**src/rtl/operand_unpacker_pkg.sv**
```systemverilog
// rtl/operand_unpacker_pkg.sv - operand classes and IEEE-754 single-precision constants
// Package operand:
//   operand_class  ZERO/SUBNORMAL/NORMAL/INF/QNAN/SNAN
//   BIAS, EXP_MAX, ZERO_EXP, INF_EXP
//   classify()     maps raw exponent/fraction fields to an operand_class
package operand;

  typedef enum logic [2:0] {ZERO, SUBNORMAL, NORMAL, INF, QNAN, SNAN} operand_class;

  localparam int         BIAS     = 127;
  localparam logic [7:0] EXP_MAX  = 8'd255;
  localparam logic [9:0] ZERO_EXP = 10'h381;  // -127 in 10-bit two's complement
  localparam logic [9:0] INF_EXP  = 10'd128;

  function automatic operand_class classify(input logic [7:0] e, input logic [22:0] f);
    operand_class cls;
    if (e == 8'd0) begin
      cls = (f == 23'd0) ? ZERO : SUBNORMAL;
    end else if (e == EXP_MAX) begin
      if (f == 23'd0)  cls = INF;
      else if (f[22])  cls = QNAN;
      else             cls = SNAN;
    end else begin
      cls = NORMAL;
    end
    return cls;
  endfunction

endpackage

```
**src/rtl/operand_unpacker_if.sv**
```systemverilog
// rtl/operand_unpacker_if.sv - valid/ready bus between issue logic, unpacker and execute stages
// in_*  : operand pair + tag from the issue logic (in_ready flows back)
// out_* : unpacked sign/exponent/mantissa/class per operand + tag (out_ready flows back)
// master: issue/execute side; slave: the unpacker
interface operand_unpacker_if
  import operand::*;
#(
  parameter int TAG_WIDTH = 4
);

  logic                 in_valid;
  logic                 in_ready;
  logic [31:0]          in_operand_a;
  logic [31:0]          in_operand_b;
  logic [TAG_WIDTH-1:0] in_tag;

  logic                 out_valid;
  logic                 out_ready;
  logic                 out_sign_a;
  logic                 out_sign_b;
  logic [9:0]           out_exponent_a;
  logic [9:0]           out_exponent_b;
  logic [23:0]          out_mantissa_a;
  logic [23:0]          out_mantissa_b;
  operand_class         out_class_a;
  operand_class         out_class_b;
  logic [TAG_WIDTH-1:0] out_tag;

  modport master (
    output in_valid, in_operand_a, in_operand_b, in_tag, out_ready,
    input  in_ready, out_valid, out_sign_a, out_sign_b, out_exponent_a, out_exponent_b,
           out_mantissa_a, out_mantissa_b, out_class_a, out_class_b, out_tag
  );

  modport slave (
    input  in_valid, in_operand_a, in_operand_b, in_tag, out_ready,
    output in_ready, out_valid, out_sign_a, out_sign_b, out_exponent_a, out_exponent_b,
           out_mantissa_a, out_mantissa_b, out_class_a, out_class_b, out_tag
  );

endinterface

```
**src/rtl/operand_unpacker_lzc.sv**
```systemverilog
// rtl/operand_unpacker_lzc.sv - combinational leading-zero counter
// value : WIDTH-bit input
// count : number of zeros above the first set bit, WIDTH when value is all zero
module leading_zero_counter #(
  parameter int WIDTH = 23,
  localparam int CW = $clog2(WIDTH + 1)
) (
  input  logic [WIDTH-1:0] value,
  output logic [CW-1:0]    count
);

  logic found;

  always_comb begin
    count = CW'(WIDTH);
    found = 1'b0;
    for (int i = WIDTH - 1; i >= 0; i--) begin
      if (!found && value[i]) begin
        count = CW'(WIDTH - 1 - i);
        found = 1'b1;
      end
    end
  end

endmodule

```
**src/rtl/operand_unpacker.sv**
```systemverilog
// rtl/operand_unpacker.sv - two-stage IEEE-754 single operand unpack/classify/normalise pipeline
// clk     : rising-edge clock
// reset_n : asynchronous active-low reset
// flush   : synchronous kill of all in-flight entries
// bus     : operand_unpacker_if.slave (in_* operand pair in, out_* unpacked pair out)
module operand_unpacker
  import operand::*;
#(
  parameter int TAG_WIDTH = 4
) (
  input  logic              clk,
  input  logic              reset_n,
  input  logic              flush,
  operand_unpacker_if.slave bus
);

  logic                 s1_valid;
  logic                 s1_sign_a, s1_sign_b;
  logic [7:0]           s1_exp_a, s1_exp_b;
  logic [23:0]          s1_mant_a, s1_mant_b;
  logic [4:0]           s1_lzc_a, s1_lzc_b;
  operand_class         s1_class_a, s1_class_b;
  logic [TAG_WIDTH-1:0] s1_tag;

  logic       s2_open, s1_open, in_fire, s1_advance;
  logic [4:0] lzc_a, lzc_b;
  logic [9:0] norm_exp_a, norm_exp_b;
  logic [23:0] norm_mant_a, norm_mant_b;

  leading_zero_counter #(.WIDTH(23)) u_lzc_a (.value(bus.in_operand_a[22:0]), .count(lzc_a));
  leading_zero_counter #(.WIDTH(23)) u_lzc_b (.value(bus.in_operand_b[22:0]), .count(lzc_b));

  // A stage may load when empty or when its current entry moves on this cycle.
  assign s2_open      = !bus.out_valid || bus.out_ready;
  assign s1_open      = !s1_valid || s2_open;
  assign bus.in_ready = s1_open && !flush;
  assign in_fire      = bus.in_valid && bus.in_ready;
  assign s1_advance   = s1_valid && s2_open && !flush;

  // Returns {exponent, mantissa}. A subnormal is 0.f * 2^-126, so its first set
  // fraction bit lies lzc+1 places below the hidden bit: shift by lzc+1 and the
  // exponent becomes -127 - lzc.
  function automatic logic [33:0] normalise(input operand_class cls, input logic [7:0] e,
                                            input logic [23:0] m, input logic [4:0] lzc);
    logic [9:0]  ex;
    logic [23:0] mant;
    ex   = INF_EXP;
    mant = m;
    case (cls)
      NORMAL:    ex = {2'b00, e} - 10'(BIAS);
      SUBNORMAL: begin
        ex   = ZERO_EXP - {5'd0, lzc};
        mant = m << ({1'b0, lzc} + 6'd1);
      end
      ZERO: begin
        ex   = ZERO_EXP;
        mant = '0;
      end
      default: ;
    endcase
    return {ex, mant};
  endfunction

  always_comb begin
    {norm_exp_a, norm_mant_a} = normalise(s1_class_a, s1_exp_a, s1_mant_a, s1_lzc_a);
    {norm_exp_b, norm_mant_b} = normalise(s1_class_b, s1_exp_b, s1_mant_b, s1_lzc_b);
  end

  always_ff @(posedge clk or negedge reset_n) begin
    if (!reset_n) begin
      s1_valid           <= 1'b0;
      s1_sign_a          <= 1'b0;
      s1_sign_b          <= 1'b0;
      s1_exp_a           <= '0;
      s1_exp_b           <= '0;
      s1_mant_a          <= '0;
      s1_mant_b          <= '0;
      s1_lzc_a           <= '0;
      s1_lzc_b           <= '0;
      s1_class_a         <= ZERO;
      s1_class_b         <= ZERO;
      s1_tag             <= '0;
      bus.out_valid      <= 1'b0;
      bus.out_sign_a     <= 1'b0;
      bus.out_sign_b     <= 1'b0;
      bus.out_exponent_a <= '0;
      bus.out_exponent_b <= '0;
      bus.out_mantissa_a <= '0;
      bus.out_mantissa_b <= '0;
      bus.out_class_a    <= ZERO;
      bus.out_class_b    <= ZERO;
      bus.out_tag        <= '0;
    end else begin
      if (flush) begin
        s1_valid      <= 1'b0;
        bus.out_valid <= 1'b0;
      end else begin
        if (s1_open) s1_valid      <= bus.in_valid;
        if (s2_open) bus.out_valid <= s1_valid;
      end

      if (in_fire) begin
        s1_sign_a  <= bus.in_operand_a[31];
        s1_sign_b  <= bus.in_operand_b[31];
        s1_exp_a   <= bus.in_operand_a[30:23];
        s1_exp_b   <= bus.in_operand_b[30:23];
        s1_mant_a  <= {bus.in_operand_a[30:23] != 8'd0, bus.in_operand_a[22:0]};
        s1_mant_b  <= {bus.in_operand_b[30:23] != 8'd0, bus.in_operand_b[22:0]};
        s1_lzc_a   <= lzc_a;
        s1_lzc_b   <= lzc_b;
        s1_class_a <= classify(bus.in_operand_a[30:23], bus.in_operand_a[22:0]);
        s1_class_b <= classify(bus.in_operand_b[30:23], bus.in_operand_b[22:0]);
        s1_tag     <= bus.in_tag;
      end

      if (s1_advance) begin
        bus.out_sign_a     <= s1_sign_a;
        bus.out_sign_b     <= s1_sign_b;
        bus.out_exponent_a <= norm_exp_a;
        bus.out_exponent_b <= norm_exp_b;
        bus.out_mantissa_a <= norm_mant_a;
        bus.out_mantissa_b <= norm_mant_b;
        bus.out_class_a    <= s1_class_a;
        bus.out_class_b    <= s1_class_b;
        bus.out_tag        <= s1_tag;
      end
    end
  end

endmodule

```
**src/flat_wrapper.sv**
```systemverilog
// flat-port wrapper written by rule: the top's interface ports become plain ports
module operand_unpacker_flat import operand::*;
#(
  parameter int TAG_WIDTH = 4
)
  (clk, reset_n, flush, bus_in_valid, bus_in_operand_a, bus_in_operand_b, bus_in_tag, bus_out_ready, bus_in_ready, bus_out_valid, bus_out_sign_a, bus_out_sign_b, bus_out_exponent_a, bus_out_exponent_b, bus_out_mantissa_a, bus_out_mantissa_b, bus_out_class_a, bus_out_class_b, bus_out_tag);
  operand_unpacker_if #(.TAG_WIDTH(TAG_WIDTH)) bus_i ();
  input  logic clk;
  input  logic reset_n;
  input  logic flush;
  input wire logic [$bits(bus_i.in_valid)-1:0] bus_in_valid;
  input wire logic [$bits(bus_i.in_operand_a)-1:0] bus_in_operand_a;
  input wire logic [$bits(bus_i.in_operand_b)-1:0] bus_in_operand_b;
  input wire logic [$bits(bus_i.in_tag)-1:0] bus_in_tag;
  input wire logic [$bits(bus_i.out_ready)-1:0] bus_out_ready;
  output wire logic [$bits(bus_i.in_ready)-1:0] bus_in_ready;
  output wire logic [$bits(bus_i.out_valid)-1:0] bus_out_valid;
  output wire logic [$bits(bus_i.out_sign_a)-1:0] bus_out_sign_a;
  output wire logic [$bits(bus_i.out_sign_b)-1:0] bus_out_sign_b;
  output wire logic [$bits(bus_i.out_exponent_a)-1:0] bus_out_exponent_a;
  output wire logic [$bits(bus_i.out_exponent_b)-1:0] bus_out_exponent_b;
  output wire logic [$bits(bus_i.out_mantissa_a)-1:0] bus_out_mantissa_a;
  output wire logic [$bits(bus_i.out_mantissa_b)-1:0] bus_out_mantissa_b;
  output wire logic [$bits(bus_i.out_class_a)-1:0] bus_out_class_a;
  output wire logic [$bits(bus_i.out_class_b)-1:0] bus_out_class_b;
  output wire logic [$bits(bus_i.out_tag)-1:0] bus_out_tag;
  assign bus_i.in_valid = bus_in_valid;
  assign bus_i.in_operand_a = bus_in_operand_a;
  assign bus_i.in_operand_b = bus_in_operand_b;
  assign bus_i.in_tag = bus_in_tag;
  assign bus_i.out_ready = bus_out_ready;
  assign bus_in_ready = bus_i.in_ready;
  assign bus_out_valid = bus_i.out_valid;
  assign bus_out_sign_a = bus_i.out_sign_a;
  assign bus_out_sign_b = bus_i.out_sign_b;
  assign bus_out_exponent_a = bus_i.out_exponent_a;
  assign bus_out_exponent_b = bus_i.out_exponent_b;
  assign bus_out_mantissa_a = bus_i.out_mantissa_a;
  assign bus_out_mantissa_b = bus_i.out_mantissa_b;
  assign bus_out_class_a = bus_i.out_class_a;
  assign bus_out_class_b = bus_i.out_class_b;
  assign bus_out_tag = bus_i.out_tag;
  operand_unpacker #(.TAG_WIDTH(TAG_WIDTH)) u_core (.clk(clk), .reset_n(reset_n), .flush(flush), .bus(bus_i));
endmodule
```
**config.mk**
```make
export PLATFORM = sky130hd
export DESIGN_NAME = operand_unpacker_flat
export DESIGN_NICKNAME = d
export VERILOG_FILES = /design/src/rtl/operand_unpacker_pkg.sv /design/src/rtl/operand_unpacker_if.sv /design/src/rtl/operand_unpacker_lzc.sv /design/src/rtl/operand_unpacker.sv /design/src/flat_wrapper.sv
export SDC_FILE = /design/constraint.sdc
export NUM_CORES = 1
export LEC_CHECK = 0
export ABC_AREA = 1
export CAP_MARGIN = 10
export CORE_MARGIN = 3
export CORE_UTILIZATION = 35
export CTS_CLUSTER_SIZE = 30
export DETAILED_ROUTE_END_ITERATION = 10
export GPL_TIMING_DRIVEN = 0
export PLACE_DENSITY = 0.62
export SYNTH_ARGS = -nofsm -noshare
export SYNTH_HDL_FRONTEND = slang
export SYNTH_SLANG_ARGS = --single-unit
export TNS_END_PERCENT = 5
```
**constraint.sdc**
```tcl
create_clock -name clk -period 2.3 [get_ports clk]
set_input_delay 0.46 -clock clk [delete_from_list [all_inputs] [get_ports clk]]
set_output_delay 0.46 -clock clk [all_outputs]
set_load 0.03 [all_outputs]
```
# Yosys cells after proc, flatten, opt, wreduce, memory -nomap -nowiden
# Index checks and enable logic that the tools add are counted.
# Widths: inputs -> output; s select.
[word_totals]
ff_bits = 168
inputBits = 73
[classes]
n_mux = 108
n_eq_ne = 6
reduce_logical = 107
add_sub_neg = 6
shift = 2
[ops]
columns = ["cell", "n"]
rows = [
  ["$mux 5", 46],
  ["$pmux 24 s2", 2],
  ["$pmux 10 s3", 2],
  ["$mux 1", 52],
  ["$logic_and 1x1->1", 48],
  ["$shl 24x6->24", 2],
  ["$logic_not 1->1", 47],
  ["$logic_not 23->1", 2],
  ["$mux 3", 6],
  ["$sub 8x6->9 const A", 2],
  ["$sub 8x7->9 const B", 2],
  ["$eq 8x8->1 const B", 2],
  ["$logic_not 8->1", 2],
  ["$reduce_bool 8->1", 2],
  ["$add 5x1->6 const B", 2],
  ["$eq 3x1->1 const B", 2],
  ["$eq 3x2->1 const B", 2],
  ["$logic_not 3->1", 2],
  ["$reduce_bool 2->1", 2],
  ["$logic_or 1x1->1", 2],
]

# Depth between registers and ports, before layout
# Gate-level depths: netlist of run 1.
[depth]
ltp_word = 67
mapped_depth = 13
depth_no_buf = 11

# By module
# A second synthesis of run 1 with hierarchy kept.
[hier_totals]
hier_cells = 1457
hier_area_um2 = 10201.0
[by_module_without_submodules]
columns = ["module", "area_per_inst_um2", "n_inst", "cells_each"]
rows = [
  ["operand_unpacker", 9447.8, 1, 1315],
  ["leading_zero_counter", 376.6, 2, 71],
]

# Worst setup path before layout of run 1
# OpenSTA, ideal clock, no wires.
[synth_timing]
kind = "register to register"
start = "reg u_core.s1_lzc_a[1]"
end = "reg u_core.bus.out_mantissa_a[17] in the netlist's numbering"
setup_slack_ns = 0.502
path_buffers = 2
setup_time_ns = 0.121
path_stages_with_launch = 12
synth_period_minus_slack_ns = 1.798
required_time_ns = 2.179
arrival_ns = 1.677
cell_sequence = "dfrtp_1 > ha_1 > buf_2 > inv_1 > clkbuf_1 > nand3_1 > nand3_1 > nand2_1 > a21oi_1 > nand2_1 > nand2_1 > nand2_1"
[synth_via]
elab_chain_cells = 3
[synth_lines]
columns = ["item", "line", "source"]
rows = [
  ["from (decl)", "operand_unpacker.sv:21", "logic [4:0] s1_lzc_a, s1_lzc_b;"],
  ["from (signal assigned)", "operand_unpacker.sv:109", "s1_lzc_a <= lzc_a;"],
  ["$add 5x1->6", "operand_unpacker.sv:53", "mant = m << ({1'b0, lzc} + 6'd1);"],
  ["$shl 24x6->24", "operand_unpacker.sv:53", ""],
  ["$pmux 24 s2", "operand_unpacker.sv:49", "case (cls)"],
  ["to (signal assigned)", "operand_unpacker.sv:121", "bus.out_mantissa_a <= norm_mant_a;"],
  ["to (decl)", "operand_unpacker_if.sv:38", "out_mantissa_a, out_mantissa_b, out_class_a, out_class_b, out_tag"],
]
# Every way passes these cells.
# A chain may end at the register's enable or synchronous reset.

# Worst setup path in the final report of run 1
[layout_timing]
start = "reg u_core.s1_lzc_b[1]"
end = "reg u_core.bus.out_mantissa_b[21] in the netlist's numbering"
[layout_via]
elab_chain_cells = 3
[layout_lines]
columns = ["item", "line", "source"]
rows = [
  ["from (decl)", "operand_unpacker.sv:21", ""],
  ["from (signal assigned)", "operand_unpacker.sv:110", "s1_lzc_b <= lzc_b;"],
  ["$add 5x1->6", "operand_unpacker.sv:53", ""],
  ["$shl 24x6->24", "operand_unpacker.sv:53", ""],
  ["$pmux 24 s2", "operand_unpacker.sv:49", ""],
  ["to (signal assigned)", "operand_unpacker.sv:122", "bus.out_mantissa_b <= norm_mant_b;"],
  ["to (decl)", "operand_unpacker_if.sv:38", ""],
]
# Every way passes these cells.

==> impl.org, run 1 <==
** Critical path
- The setup path with the least slack is of type flop to flop.
- Required time worst endpoint :: 2.68 ns
- The worst setup path is captured at a flop.
- Top fanout value on the critical path :: 10
- Number of cells on the worst reg-to-reg path :: 9
- Across all register-to-register paths, the minimum setup slack is just over 0.02 ns.
- Data on the critical path arrives at its endpoint at 2.66 ns.
- Startpoint kind of the worst setup timing path :: flop

** Routing
- Summing over every cut layer, the via total after detailed routing is around 10000.
- Mean number of vias per cell :: approximately 5.3
- After detailed routing, the number of remaining DRC violations is 0.
- Wire length after detailed routing :: 37320 µm
- The detailed router finished its first iteration with 978 violations.
- First-pass iteration count of the detailed router :: 5
- Once detail routing completed, the nets flagged for antenna violations numbered 0.
- In the final routed layout, each cell accounts on average for around 19 µm.

** Power
- Per report_power, the combinational group accounts for roughly 37% of the total.
- The internal power of the cells totals 6.566 mW.
- In this run the static leakage power is around 5.9 nW.
- Fraction of power consumed by sequential logic :: 35.7%
- In this run switching power makes up 39.18% of total power.
- VDD IR max :: between 400 and 500 µV
- The analysis attributes to net switching a power of 4.230 mW.
- Clk network pwr share :: 27.2%
- Ratio of total power to cell area :: approximately 860 mW/mm²

** Hold path
- Type of the tightest min-delay check :: primary input to asynchronous set/reset pin

** Logic synthesis
- A synthesized cell averages slightly above 7 µm².
- Basic-gate share of the synthesized area counting and, or, nand and nor cells :: 28.66%
- Combinational family with the most area after synthesis :: simple AND/OR/NAND/NOR gates
- Adder-cell area share of the yosys netlist :: 1.007%
- Cell count after synthesis :: around 1400
- In this run, synthesis produced a sequential element count of ~170.
- In this run, synthesis inferred 0 flip-flops with an integrated enable.
- Summing the areas of all compound-gate instances in the mapped netlist gives about a fifth of the synthesized area.
- Combined area of all synthesized cells :: 0.009937 mm²
- Post-Synthesis Net Count :: 1478
- Mux contribution to synthesized area :: 0.3022%
- In this run, distinct cell masters in the synthesized netlist total 45.
- Of the total synthesized cell area, the portion taken by XOR and XNOR cells is less than 1%.
- Most used flip-flop cell after synthesis :: dfrtp_1
- Sequential fraction of the synthesis area :: 41.80%
- Synthesis warning total :: 0
- For this run, asynchronously set or reset flops after synthesis account for 100.0%.

** Clock tree
- TritonCTS built the clock tree.
- In this run the number of H-tree levels came out at 4.
- CTS root buffer :: clkbuf_16
- Number of hold buffers added after cts :: 0
- Later-pin clock latency in the skew report :: between 0.4 and 0.5 ns
- For this design, the sink count on the clock tree is around 170.
- Number of buffers between clock root and the deepest sink :: 2
- Number of buffers created by CTS :: 17
- Clock-pin slew on the worst setup and hold paths :: 0.08 ns

** STA
- Final worst slack :: 0.02048 ns
- Count of endpoints failing hold in the final timing report :: 0
- Timing-limited maximum frequency :: 0.4387 GHz
- Slew headroom :: 39.63%
- The routed design could run at a clock period as short as between 2 and 2.5 ns.
- Unrepaired setup endpoints after global routing :: yes
- Clock Skew :: roughly 0.018 ns
- Transition time at the pin with the least slew margin :: ~0.91 ns
- Number of endpoints failing setup at the final stage :: 0
- The number of max-slew violations in the final report is 0.
- In the finished design, the share of the clock period the worst path needs comes to ~100%.

** Final layout
- In the final design database the tool counted 1652 nets.
- Most common cell after layout, fill and taps aside :: nand2_1
- The number of antenna diodes in the final layout is 0.
- Post-route standard cell area excluding fillers :: 0.01262 mm²
- Commonest non-fill, non-tap cells in the layout :: 449 x nand2_1, 180 x o21ai_0, 164 x dfrtp_1
- Area Growth Syn to Fin :: 26.96%
- Proportion of layout cells with a drive suffix above 1 :: 7.138%

** Global routing
- In the global route stage, overall resource usage came out at 24.32%.
- The first global-routing pass estimated 57560 µm of wire.
- Entering global routing, the biggest net connects between 90 and 100 pins.
- Overflow left after global routing :: 0
- The via count of the first global-routing pass is around 9600.
- The initial antenna violation count was 0.

** Die
- Std cell rows :: 61
- The floorplan step defined a die boundary enclosing between 0.03 and 0.04 mm².
- Count of boundary I/O pins :: 155
- From bottom edge to top edge, the die measures 174.5 µm.
- The initial utilization of the core area, before any placement, comes to 35.67%.
- Die width :: 174.5 µm
- Area inside the core boundary :: 0.02786 mm²

** Placement
- GP Congestion :: 0.9736
- I/O Buffers :: 154
- Cell area after placement :: 0.01198 mm²
- Worst slack at placement :: -0.4317 ns
- Final HPWL DP :: 29350 µm

** Outcome
- Run status :: finished, final reports clean

** Flow run
- The tool flagged a number of max-cap violations equal to 0.
worst max-delay path, stage by stage, from the launching register on:
cell and delay (ns):
dfrtp_2 0.47, ha_1 0.25, xor2_2 0.33, inv_2 0.11, buf_2 0.20, nand2_1 0.10, o211ai_1 0.15, o21ai_0 0.41
o21ai_1 0.13, nand2_1 0.08
path summary, 6_finish.rpt:
kind | startpoint | to
worst min-delay path | reset_n | u_core.bus.out_exponent_a[7]
worst max-delay path | u_core.s1_lzc_b[1] | u_core.bus.out_mantissa_b[21]
worst max register to register | u_core.s1_lzc_b[1] | u_core.bus.out_mantissa_b[21]
min in group clk | u_core.bus.out_exponent_a[4] | u_core.bus.out_exponent_a[4]
worst min register to register | u_core.bus.out_exponent_a[4] | u_core.bus.out_exponent_a[4]
max in group asynchronous | reset_n | u_core.s1_mant_b[9]
state kept, by name (all words and copies together) (netlist names):
register                   cells
u_core.bus.out_class_a         3
u_core.bus.out_class_b         3
u_core.bus.out_exponent_a      9
u_core.bus.out_exponent_b      9
u_core.bus.out_mantissa_a     24
u_core.bus.out_mantissa_b     24
u_core.bus.out_sign_a          1
u_core.bus.out_sign_b          1
u_core.bus.out_tag             4
u_core.bus.out_valid           1
u_core.s1_class_a              3
u_core.s1_class_b              3
u_core.s1_exp_a                8
u_core.s1_exp_b                8
u_core.s1_lzc_a                5
u_core.s1_lzc_b                5
u_core.s1_mant_a              24
u_core.s1_mant_b              24
u_core.s1_sign_a               1
u_core.s1_sign_b               1
u_core.s1_tag                  4
u_core.s1_valid                1
stage by stage:
stage / power [mW] / util [%] / setup TNS [ns] / hold slack [ns] / std cells
floorplan: 6.183 / - / 0 / 0.1644 / 1397
global placement: 7.848 / 42.90 / -1056.19 / 0.4658 / 1929
detailed placement: 7.855 / 43.02 / -22.34 / 0.4656 / 1930
CTS: 10.81 / 45.15 / 0 / 0.07655 / 1961
global route: 11.38 / 45.29 / -0.1876 / 0.09953 / 1961
finish: 10.80 / 45.29 / 0 / 0.05396 / 1961
logic make-up after synthesis:
logic type / after synthesis
buffers and inverters: 198
adders and majority gates: 8
and+or+nand+nor: 681
xor gates and xnor gates: 5
AOI/OAI and AO/OA: 336
muxes: 3
DFF: 166
routing by layer:
metal | track usage, % | wire (µm) | up-vias
met1 | 37.28 | 18170 | 5036
li1 | - | - | 4999
met4 | 5.186 | 550 | 0
met2 | 36.03 | 15980 | 385
met5 | 0 | 0 | -
met3 | 3.997 | 2624 | 31
synth_stat cells, drive strengths merged, types with 3 or more instances:
library cell | number | area, µm²
a21oi | 50 | 250.2
a22oi | 40 | 300.3
nand4 | 23 | 143.9
nand2 | 453 | 1705
or2 | 12 | 75.08
o211ai | 23 | 172.7
inv | 127 | 476.7
and2 | 6 | 37.54
o21ai | 200 | 1001
nor4 | 4 | 25.02
ha | 8 | 100.1
nor2 | 82 | 335.3
nand3 | 83 | 415.4
dfrtp | 166 | 4154
mux2i | 3 | 30.03
and3 | 3 | 18.77
o22ai | 3 | 18.77
o221ai | 6 | 52.55
clkbuf | 22 | 82.58
nor3 | 13 | 76.33
o41ai | 3 | 26.28
xor2 | 5 | 51.30
buf | 48 | 281.5
o31ai | 5 | 37.54
repair_timing:
action | CTS | global route
gates cloned | 0 | 0
setup buffers | 0 | 0
setup endpoints to repair | 5 | 33
resized for setup | 3 | 24
pin swaps | 0 | 1
final cells by class:
cell class	count	area, µm²
repair buffers	155	1573
flip-flops and latches	166	4156
fillers	2838	15240
plain buffers	70	376.6
inverters	128	484.2
clock buffers	18	439.2
clock inverters	13	143.9
multi-input cells	1033	4970
well taps	378	473.0
power by group through the flow:
stage                     Combinational (mW)  Sequential (mW)  Clock (mW)
final                                   4.00             3.85        2.94
after global routing                    4.36             3.91        3.11
after detailed placement                3.95             3.91           0
after global placement                  3.94             3.91           0
after floorplan                         1.76             4.43           0
after CTS                               3.97             3.85        2.99
Power figures use the tool's default switching activity.
==> inputs of run 2 (changes only) <==
--- a/config.mk
+++ b/config.mk
@@ -7,6 +7,7 @@
 export LEC_CHECK = 0
 export ABC_AREA = 1
 export CAP_MARGIN = 10
+export CORE_ASPECT_RATIO = 0.8
 export CORE_MARGIN = 3
 export CORE_UTILIZATION = 35
 export CTS_CLUSTER_SIZE = 30
==> run 2 against run 1 <==
  * The run now ends with hold timing left
  * Register-to-register slack is essentially flat
  * Sequential share of layout area barely moved
  * Worst setup slack improved by 0.0055 ns
  * Global-route usage rose by 0.41 points
  * Core utilization increased by 0.41 points
  * Largest power group unchanged
  * Total power up 1.7%
==> impl.org, run 2 (same netlist as run 1, synthesis figures left out) <==
** Outcome
- The checks that failed: hold timing.
- Run status :: finished, violations left (was finished, final reports clean)

** Routing
- Routed len/inst :: 19.45 µm (was 19.03 µm)
- The top routing layer in use is met5 (was met4).
- Routed wire length on met2 :: 14790 µm (was 15980 µm)
- Met1 wire length :: 19370 µm (was 18170 µm)
- Vias :: 10520 (was 10450)
- The number of iterations in the first detailed-routing pass came to 5 (unchanged).
- The detailed router's first-iteration violation count came to 1113 (was 978).
- Number of remaining DRC errors :: 0 (unchanged)
- The number of antenna-violating nets in the routed design was 0 (unchanged).
- Wire length on met3 :: 3327 µm (was 2624 µm)
- The via density per instance is 5.401 (was 5.329).
- The routed wire length is 37870 µm (was 37320 µm).

** Die
- The core box area was 0.02763 mm² (was 0.02786 mm²).
- Die width :: 194.4 µm (was 174.5 µm)
- Count of boundary I/O pins :: 155 (unchanged)
- The starting density of the core is 35.96% (was 35.67%).
- Std cell rows :: 54 (was 61)
- The die area came to 0.03046 mm² (was 0.03045 mm²).
- The height of the chip came to 156.7 µm (was 174.5 µm).

** Hold path
- Type of the tightest min-delay check :: primary input to asynchronous set/reset pin (unchanged)

** STA
- Transition time at the pin with the least slew margin :: 0.8070 ns (was 0.9056 ns)
- Number of endpoints failing setup at the final stage :: 0 (unchanged)
- Unrepaired setup endpoints after global routing :: yes (unchanged)
- The achievable frequency is 0.4398 GHz (was 0.4387 GHz).
- The number of max-slew violations in the final report is 0 (unchanged).
- The worst hold slack was -0.01206 ns (was 0.05396 ns).
- Final worst slack :: 0.02598 ns (was 0.02048 ns)
- The final critical-path share of the clock period came to 98.87% (was 99.11%).
- The hold violation total from the final report is 3 (was 0).
- Slew headroom :: 46.20% (was 39.63%)
- Clock Skew :: 0.01338 ns (was 0.01811 ns)
- Minimum period implied by the final worst setup slack :: 2.274 ns (was 2.280 ns)

** Critical path
- Startpoint kind of the worst setup timing path :: flop (unchanged)
- The sort of element at the end of the critical path is a flop (unchanged).
- The worst setup path startpoint is u_core.s1_lzc_b[1] (unchanged).
- Required time worst endpoint :: 2.67 ns (was 2.68 ns)
- Beginning of the worst register-to-register path :: u_core.s1_lzc_b[1] (unchanged)
- Category of the critical setup timing path :: flop to flop (unchanged)
- The biggest fanout along the worst timing path was 10 (unchanged).
- Arrival time at the worst endpoint :: 2.64 ns (was 2.66 ns)

** Clock tree
- Clock sinks :: 166 (unchanged)
- Clock-pin slew on the worst setup and hold paths :: 0.07 ns (was 0.08 ns)
- The clock latency at the later pin of the worst-skew pair came to 0.44 ns (about the same).
- Number of hold buffers added after cts :: 0 (unchanged)
- Total setup buffers inserted after CTS :: 0 (unchanged)
- The clock tree root buffer cell is clkbuf_16 (unchanged).
- CTS tree :: done (unchanged)
- The number of clock buffers inserted by TritonCTS is 17 (unchanged).
- Number of buffers between clock root and the deepest sink :: 2 (unchanged)
- H-tree depth :: 4 (unchanged)

** Global routing
- The global-route usage over all layers is 24.73% (was 24.32%).
- Number of antenna violations at the first check in global routing :: 1 (was 0)
- Vias in the first global route :: 9784 (was 9624)
- Global-route wire length before repair :: 58440 µm (was 57560 µm)
- The pin count of the biggest net entering global routing is 86 (was 93).
- Overflow left after global routing :: 0 (unchanged)

** Placement
- I/O Buffers :: 154 (unchanged)
- Final HPWL DP :: 29960 µm (was 29350 µm)
- The number of placed cells counting well taps was 1916 (was 1930).
- The final RePlAce weighted congestion is 0.9778 (was 0.9736).
- The pre-CTS worst setup slack came to -0.4404 ns (was -0.4317 ns).

** Final layout
- The most common cell after layout, fill and taps aside was nand2_1 (unchanged).
- The post-synthesis to final-layout area growth is 27.07% (was 26.96%).
- The total number of nets in the final design is 1652 (unchanged).
- The area of all sequential standard cells came to 0.004156 mm² (unchanged).
- Diodes inserted :: 0 (unchanged)
- The fraction of layout cells with a size suffix above 1 came to 6.949% (was 7.138%).
- The count of filler cells inserted in the layout came to 2857 (was 2838).
- Final Non-Filler Cells :: 1947 (was 1961)
- Commonest non-fill, non-tap cells in the layout: 450 x nand2_1, 174 x o21ai_0, 164 x dfrtp_1 (was 449 x nand2_1, 180 x o21ai_0, 164 x dfrtp_1).
- Footprint of the multi-input gates :: 0.004967 mm² (was 0.004970 mm²)

** Flow run
- Max-capacitance violation count :: 0 (unchanged)

** Power
- Reported leakage power :: 5.886 nW (was 5.880 nW)
- VDD IR max :: 518.1 µV (was 438.3 µV)
- The register share of total power came to 35.1% (was 35.7%).
- Switching Fraction :: 39.27% (was 39.18%)
- Ratio of total power to cell area :: 869.4 mW/mm² (was 855.8 mW/mm²)
- Internal Dissipation :: 6.668 mW (was 6.566 mW)
- Fraction of power consumed by combinational cells :: 36.9% (was 37.1%)
- The clock power share is 28.0% (was 27.2%).
- The power spent charging and discharging nets is 4.311 mW (was 4.230 mW).
run 2: final timing paths:
kind	end	slack [ns]	cells after the start
max	u_core.bus.out_mantissa_b[18]	0.03	10
max in group asynchronous	u_core.s1_lzc_a[1]	1.41	2
min	u_core.bus.out_valid	-0.01	1
max reg2reg	u_core.bus.out_mantissa_b[18]	0.03	10
min reg2reg	u_core.bus.out_exponent_b[3]	0.48	2
min in group clk	u_core.bus.out_exponent_b[3]	0.48	2
run 2: layer usage:
layer  vias to the layer above  GRT usage (%)
li1                       5000              -
met1                      5013          39.05
met2                       473          34.24
met3                        27          5.898
met4                         2          4.409
met5                         -              0
run 2: repair_timing:
| action | in CTS | in global routing |
|---|---|---|
| pin swaps | 0 | 1 |
| setup endpoints to repair | 6 | 31 |
| gates resized for setup | 5 | 26 |
| gates cloned | 0 | 0 |
run 2: final cells by class:
cell class / count / share of cell area (%)
clock buffers: 17 / 3.369
clock inverters: 14 / 1.496
plain buffers: 70 / 3.012
well taps: 364 / 3.607
repair buffers: 155 / 12.46
multi-input cells: 1033 / 39.34
inverters: 128 / 3.805
flip-flops and latches: 166 / 32.92
run 2: stage by stage:
| step | power (mW) | util (%) | cell area [µm²] | setup TNS (ns) |
|---|---|---|---|---|
| global placement | 7.846 | 43.19 | 11930 | -1059.08 |
| floorplan | 6.183 | - | 9937 | 0 |
| finish | 10.98 | 45.69 | 12630 | 0 |
| detailed placement | 7.869 | 43.30 | 11970 | -22.97 |
| CTS | 10.96 | 45.55 | 12590 | -0.06073 |
| global route | 11.55 | 45.69 | 12630 | -0.1585 |
run 2: critical path, stage by stage, from the launching register on:
cell	delay [ns]
dfrtp_2	0.46
ha_1	0.32
inv_1	0.19
clkbuf_4	0.26
nand2_1	0.06
o21ai_1	0.15
and2_1	0.20
nand2_1	0.09
o21ai_1	0.22
nand2_1	0.15
nand2_1	0.09
run 2: power by group through the flow:
stage	Combinational (mW)	Sequential [mW]	Clock [mW]
3_3_place_gp	3.95	3.90	0
4_1_cts	3.99	3.85	3.12
3_5_place_dp	3.97	3.90	0
2_1_floorplan	1.76	4.43	0
6_report	4.05	3.85	3.08
5_1_grt	4.41	3.92	3.23
